[config.mk]
export PLATFORM = sky130hd
export DESIGN_NAME = tx_gearbox_66b_n
export DESIGN_NICKNAME = d
export VERILOG_FILES = /design/src/rtl/tx_gearbox_66b_n_pkg.sv /design/src/rtl/tx_gearbox_66b_n_align.sv /design/src/rtl/tx_gearbox_66b_n.sv
export SDC_FILE = /design/constraint.sdc
export NUM_CORES = 1
export LEC_CHECK = 0
export CORE_ASPECT_RATIO = 0.6
export CORE_MARGIN = 5
export CORE_UTILIZATION = 34
export DETAILED_ROUTE_END_ITERATION = 8
export DONT_BUFFER_PORTS = 1
export GPL_ROUTABILITY_DRIVEN = 1
export PLACE_DENSITY_LB_ADDON = 0.3
export SYNTH_ARGS = -nofsm -noshare
export SYNTH_HDL_FRONTEND = slang
export SYNTH_SLANG_ARGS = --single-unit
[constraint.sdc]
create_clock -name clk_i -period 5.2 [get_ports clk_i]
set_input_delay 1.3 -clock clk_i [delete_from_list [all_inputs] [get_ports clk_i]]
set_output_delay 1.3 -clock clk_i [all_outputs]
set_load 0.01 [all_outputs]
[src/rtl/tx_gearbox_66b_n_pkg.sv]
`default_nettype none
// ------------------------------------------------------------------
// tx_gearbox_66b_n_pkg : shared constants for the 64b/66b TX gearbox
// Rev 1.0
// ------------------------------------------------------------------
package tx_gearbox_66b_n_pkg;

   localparam int P32 = 66;
   localparam int P64 = 33;

   typedef logic [1:0] hdr_t;

   localparam hdr_t HDR_DATA = 2'b01;
   localparam hdr_t HDR_CTRL = 2'b10;
   localparam hdr_t HDR_BAD  = 2'b00;

   function automatic bit width_ok(input int w);
      return (w == 32) || (w == 64);
   endfunction

endpackage
`default_nettype wire

[src/rtl/tx_gearbox_66b_n_align.sv]
`default_nettype none
// ------------------------------------------------------------------
// gearbox_66b_align : registered barrel placer, drops an MSB-first chunk
// at the queue write offset.  Rev 1.0
// ------------------------------------------------------------------
module gearbox_66b_align
   import tx_gearbox_66b_n_pkg::*;
#(
   parameter int DATA_W = 32,
   parameter int WORK_W = 3 * DATA_W
) (
   input  logic              clk_i,
   input  logic              rst_n_i,
   input  logic [DATA_W+1:0] chunk_i,
   input  logic [7:0]        off_i,
   output logic [WORK_W-1:0] placed_o
);

   logic [WORK_W-1:0] w_wide;

   assign w_wide = {chunk_i, {(WORK_W - DATA_W - 2){1'b0}}};

   always_ff @(posedge clk_i or negedge rst_n_i) begin
      if (!rst_n_i) begin
         placed_o <= '0;
      end else begin
         placed_o <= w_wide >> off_i;
      end
   end

endmodule
`default_nettype wire

[src/rtl/tx_gearbox_66b_n.sv]
`default_nettype none
// ------------------------------------------------------------------
// tx_gearbox_66b_n : 64b/66b TX gearbox, external-sequence style.
// Rev 1.0
// ------------------------------------------------------------------
module tx_gearbox_66b_n
   import tx_gearbox_66b_n_pkg::*;
#(
   parameter int DATA_W  = 32,
   parameter int BIT_REV = 0
) (
   input  logic              clk_i,
   input  logic              rst_n_i,
   input  logic [DATA_W-1:0] data_i,
   input  logic [1:0]        head_i,
   input  logic              valid_i,
   output logic              ready_o,
   output logic [DATA_W-1:0] data_o,
   output logic [6:0]        seq_o,
   input  logic              clear_i,
   output logic              underflow_o
);

   localparam int         PERIOD = (DATA_W == 32) ? P32 : P64;
   localparam int         WORK_W = 3 * DATA_W;
   localparam logic [6:0] C_LAST = 7'(PERIOD - 1);
   localparam logic [6:0] C_NRDY = 7'((DATA_W == 32) ? PERIOD - 2 : PERIOD - 1);
   localparam logic [7:0] C_W    = 8'(DATA_W);

   generate
      if (!width_ok(DATA_W)) begin : g_bad_width
         $error("tx_gearbox_66b_n: DATA_W must be 32 or 64");
      end
   endgenerate

   logic [6:0]          r_seq;
   logic [7:0]          r_fill;   // queue occupancy when the chunk taken now is merged
   logic [2*DATA_W-1:0] r_q;
   logic [DATA_W-1:0]   r_word;
   logic                r_under;
   logic                w_ready;
   logic                w_hdr_slot;
   logic [DATA_W+1:0]   w_chunk;
   logic [7:0]          w_len;
   logic [WORK_W-1:0]   w_placed;
   logic [WORK_W-1:0]   w_comb;

   assign w_ready    = rst_n_i && (r_seq < C_NRDY);
   assign w_hdr_slot = (DATA_W == 64) || !r_seq[0];

   always_comb begin
      w_chunk = '0;
      w_len   = '0;
      if (w_ready) begin
         if (w_hdr_slot) begin
            w_chunk = valid_i ? {head_i, data_i} : {HDR_BAD, {DATA_W{1'b0}}};
            w_len   = C_W + 8'd2;
         end else begin
            w_chunk = valid_i ? {data_i, 2'b00} : '0;
            w_len   = C_W;
         end
      end
   end

   gearbox_66b_align #(
      .DATA_W (DATA_W),
      .WORK_W (WORK_W)
   ) u_align (
      .clk_i    (clk_i),
      .rst_n_i  (rst_n_i),
      .chunk_i  (w_chunk),
      .off_i    (r_fill),
      .placed_o (w_placed)
   );

   // Queue is MSB-aligned: the top DATA_W bits leave, the rest shift up.
   assign w_comb = {r_q, {DATA_W{1'b0}}} | w_placed;

   always_ff @(posedge clk_i or negedge rst_n_i) begin
      if (!rst_n_i) begin
         r_seq   <= '0;
         r_fill  <= '0;
         r_q     <= '0;
         r_word  <= '0;
         r_under <= 1'b0;
      end else begin
         r_seq  <= (r_seq == C_LAST) ? 7'd0 : r_seq + 7'd1;
         r_fill <= r_fill + w_len - C_W;
         r_q    <= w_comb[2*DATA_W-1:0];
         r_word <= w_comb[WORK_W-1 -: DATA_W];
         if (w_ready && !valid_i) begin
            r_under <= 1'b1;
         end else if (clear_i) begin
            r_under <= 1'b0;
         end
      end
   end

   assign ready_o     = w_ready;
   assign seq_o       = r_seq;
   assign underflow_o = r_under;

   generate
      if (BIT_REV != 0) begin : g_rev
         for (genvar i = 0; i < DATA_W; i++) begin : g_bit
            assign data_o[i] = r_word[DATA_W-1-i];
         end
      end else begin : g_fwd
         assign data_o = r_word;
      end
   endgenerate

endmodule
`default_nettype wire

# After elaboration in Yosys (flattened, before gate mapping)
# Index checks and enable logic that the tools add are counted.
[word_totals]
wordCells = 26
out_inout_bits = 41
ff_bits = 208
in_bits = 38
[classes]
bitwise_logic = 1
shifts = 1
eq_ne = 1
add_sub_neg = 3
order_cmp = 1
muxes = 9
n_reduce_logical = 4
[op_table]
columns = ["op", "n"]
rows = [
  ["two-way mux 34 bit", 4],
  ["OR 96 bit", 1],
  [">> shifter 96 x 8 -> 96 bit", 1],
  ["adder 8 bit", 1],
  ["two-way mux 8 bit", 1],
  ["subtractor 8 x 6 -> 8 bit, second input constant", 1],
  ["adder 7 x 1 -> 7 bit, second input constant", 1],
  ["equality test 7 bit, second input constant", 1],
  ["< comparator 7 bit, second input constant", 1],
  ["two-way mux 7 bit", 1],
  ["logical AND 1 bit", 2],
  ["two-way mux 1 bit", 2],
  ["two-way mux 2 bit", 1],
  ["nonzero test 2 bit", 1],
  ["logical NOT 1 bit", 1],
]

# Longest topological paths before layout
[logic_depth]
word_depth = 5
mapped_depth = 9
depth_no_buf = 7

# Cells and area by module
# From an unflattened synthesis, not the netlist that was laid out.
[unflattened]
cells_unflattened = 932
hier_area_um2 = 10842.9
[modules_own_cells]
columns = ["mod", "area_per_inst_um2", "cells_per_inst", "seq_area_each_um2", "instances"]
rows = [
  ["gearbox_66b_align", 6832.8, 643, 2402.3, 1],
  ["tx_gearbox_66b_n", 4010.1, 289, 2777.7, 1],
]

# Least setup slack after synthesis
# OpenSTA, ideal clock, no wires.
[synth_path]
path_kind = "input -> output"
startpoint = "input rst_n_i"
endpoint = "output ready_o"
path_stages = 2
required_time_ns = 3.900
path_buffers = 0
t_arrival_ns = 1.484
path_slack_ns = 2.416
cell_sequence = "nand2b_1 > inv_1"
[synth_via]
elab_chain_cells = 1
[synth_rtl]
columns = ["item", "line", "rtl"]
rows = [
  ["from (decl)", "tx_gearbox_66b_n.sv:13", "input logic rst_n_i,"],
  ["logical AND 1 bit", "tx_gearbox_66b_n.sv:48", "assign w_ready = rst_n_i && (r_seq < C_NRDY);"],
  ["to (decl)", "tx_gearbox_66b_n.sv:17", "output logic ready_o,"],
]
# Every way passes these cells.

# Final worst setup path
[layout_path]
startpoint = "register r_fill[2]"
endpoint = "register u_align.placed_o[1]"
[layout_via]
elab_chain_cells = 1
[layout_rtl]
columns = ["item", "line", "rtl"]
rows = [
  ["from (decl)", "tx_gearbox_66b_n.sv:37", "logic [7:0] r_fill;"],
  ["from (signal assigned)", "tx_gearbox_66b_n.sv:88", "r_fill <= r_fill + w_len - C_W;"],
  [">> shifter 96 x 8 -> 96 bit", "tx_gearbox_66b_n_align.sv:27", "placed_o <= w_wide >> off_i;"],
  ["to (signal assigned)", "tx_gearbox_66b_n_align.sv:27", ""],
  ["to (decl)", "tx_gearbox_66b_n_align.sv:16", "output logic [WORK_W-1:0] placed_o"],
]
# Every way passes these cells.
# A chain may end at the register's enable or synchronous reset.

==> flow_summary.yaml <==
power_and_ir_drop:
  max-vdd-ir-drop_mv: 0.207
  powerDensity_mw_per_mm2: 544
  finalPower_w: 0.00584
  leakagePower_nw: 4.93
clock_network:
  clockBufferDepth: 3
  cts_root_buf: "clkbuf_16"
  h-tree-depth: 1
  cts_resized: 0
  cts_hold_buf: 0
  cts_buffers: 20
  path_clk_slew_ns: 0.07
  clkSinkCount: 207
  clk_latency_ns: 0.52
  cts_tree: "built"
  postCtsSetupRepairBufs: 0
drt:
  first_iter_violations: 931
  drt-pass1-iter-count: 6
  ant_nets: 0
  vias_per_cell: 5.88
  dr_total_vias: 7534
  post_drt_wl_per_cell_um: 24.3
  drt_wl_total_um: 31100
  drcViolationCount: 0
hold_path:
  hp-class: "reg2reg"
  hp-start: "u_align.placed_o[30]$_DFF_PN0_"
yosys:
  netlist_area_mm2: 0.00983
  synth_warnings: 0
  synth_top_area_share_pct: 52.7
  yosysUniqueCellTypes: 68
  synth_most_common_cell: "dfrtp_1"
  synthTopCellsByCount: "dfrtp_1 (207), nor2_1 (91), nand2_1 (72)"
  synth.avg_cell_area_um2: 10.7
  synth_area_leader_cell: "dfrtp_1"
  synthCells: 916
  seq_area_frac_synth_pct: 52.7
  synth_nets: 961
  synth_edf_count: 0
  synth-seq-cells: 207
  synth.area.top_cells: "dfrtp_1 (53%), mux2i_1 (4.7%), or2_2 (4.1%)"
  synthArstFlopShare_pct: 100
  synthFlopType: "dfrtp_1"
placed_design:
  dp_hpwl_um: 22200
  placed_cells: 1245
  port_buffers: 0
  gp_congestion: 0.967
floorplan:
  die_x_um: 230
  core_region_area_mm2: 0.0286
  io_pins: 79
  start_util_pct: 34.3
  fp-row-count: 48
  fp.dieH_um: 142
  die_area_mm2: 0.0325
layout:
  diodes: 0
  areaGrowthSynthToFinish_pct: 9.28
  fin_cells: 1281
  final_nets: 937
  drive_above_1_share_pct: 17.7
sta:
  max_freq_ghz: 0.315
  report.final.slew_viol_count: 0
  tns_ns: 0
  worst_clock_skew_ns: 0.0179
  grt_setup_unrepaired: "false"
  setup_viol: 0
  worst_pin_slew_ns: 1.14
  fin_crit_ns: 3.17
  hold_viol: 0
  fin_crit_sh_pct: 61.0
  relSlewSlack_pct: 23.9
critical_path:
  critPathKind: "reg2reg"
  required_ns: 5.57
  end_kind: "flop"
  critPathLaunch: "r_fill[2]$_DFF_PN0_"
  r2r_start: "r_fill[2]$_DFF_PN0_"
  start_kind: "flop"
  cp_max_fo: 24
  arrival_ns: 3.54
global_route:
  grt-ovfl-total: 0
  grt_pass1_wl_um: 47000
  antenna_found_initial: 0
  grt_max_degree: 211
  grt_usage_pct: 18.8
  grt_pass1_vias: 7234
outcome:
  outcome: "finished, final reports clean"
flow_run:
  maxCapViolCount: 0
## final cells by class
| type | count | area [um2] |
|---|---|---|
| Multi-Input combinational cell | 639 | 4320 |
| Clock buffer | 28 | 561 |
| Clock inverter | 8 | 70.1 |
| Tap cell | 375 | 469 |
| Sequential cell | 207 | 5180 |
| Timing Repair Buffer | 14 | 105 |
| Inverter | 10 | 37.5 |
| Fill cell | 2844 | 17900 |
## metal layers
metal | vias to the layer above | routed length (um) | track usage, %
met2 | 466 | 11600 | 23.9
met4 | 0 | 600 | 3.76
met3 | 48 | 4710 | 9.08
li1 | 3283 | - | -
met5 | - | 0 | 0
met1 | 3737 | 14200 | 28.6
## cell usage in the layout (no fill, tap or decap), types with 7 or more instances in the layout
master	count
a21oi_1	25
a22o_1	9
a22oi_1	19
a32oi_1	10
and2_1	8
and3_1	7
buf_4	14
clkbuf_16	20
dfrtp_1	205
ha_1	7
inv_1	8
mux2_2	17
mux2i_1	46
mux4_2	8
nand2_1	72
nand2b_1	13
nand3_1	22
nor2_1	91
nor2b_1	8
nor3_1	7
o211ai_1	13
o21ai_0	21
o21ai_1	11
o221ai_1	12
o22ai_1	51
or2_2	65
xnor2_1	7
## flip-flops by register name (all words and copies together), names as in the netlist
name,count
r_fill,7
seq_o,7
data_o,32
u_align.placed_o,96
r_q,64
underflow_o,1
## report_power, final
group / total [W] / switching (W) / leakage, nW / internal [W]
Combinational: 0.00239 / 0.00164 / 1.78 / 0.000750
Clock: 0.00140 / 0.000637 / 0.312 / 0.000767
Sequential: 0.00204 / 0.000196 / 2.84 / 0.00185
Total: 0.00584 / 0.00248 / 4.93 / 0.00337
## critical path, stage by stage, from the launching register on
cell,delay [ns]
dfrtp_2,0.69
buf_4,0.41
mux2_4,0.38
o31ai_1,0.90
o22ai_1,0.23
a21oi_2,0.27
o22ai_1,0.13
## final timing paths
kind	cells past startpoint	slack [ns]	endpoint
worst max register to register	6	2.03	u_align.placed_o[1]$_DFF_PN0_
worst min register to register	0	0.34	r_q[30]$_DFF_PN0_
min in group asynchronous	0	0.48	r_fill[2]$_DFF_PN0_
worst max-delay path	6	2.03	u_align.placed_o[1]$_DFF_PN0_
worst min-delay path	0	0.34	r_q[30]$_DFF_PN0_
max in group asynchronous	0	4.46	r_q[54]$_DFF_PN0_
## metrics by stage
step	cell area, um2	util [%]	setup WS, ns	hold WS, ns
floorplan	9830	-	2.42	0.331
global placement	10100	35.3	1.95	0.332
detailed placement	10100	35.3	1.90	0.335
CTS	10700	37.5	2.19	0.347
global route	10700	37.5	1.91	0.353
finish	10700	37.5	2.03	0.344
## logic make-up (layout without fill, tap and decap cells)
kind of cell / after synthesis / count (layout) / share of synthesized area [%]
compound gates: 231 / 231 / 16.9
xor+xnor: 11 / 11 / 1.06
fa+ha+maj: 7 / 7 / 0.891
buf+inv: 70 / 60 / 3.44
flops: 207 / 207 / 52.7
mux: 77 / 77 / 9.40
simple gates: 313 / 313 / 15.7
Note: power is estimated with default switching activity, not from simulation.
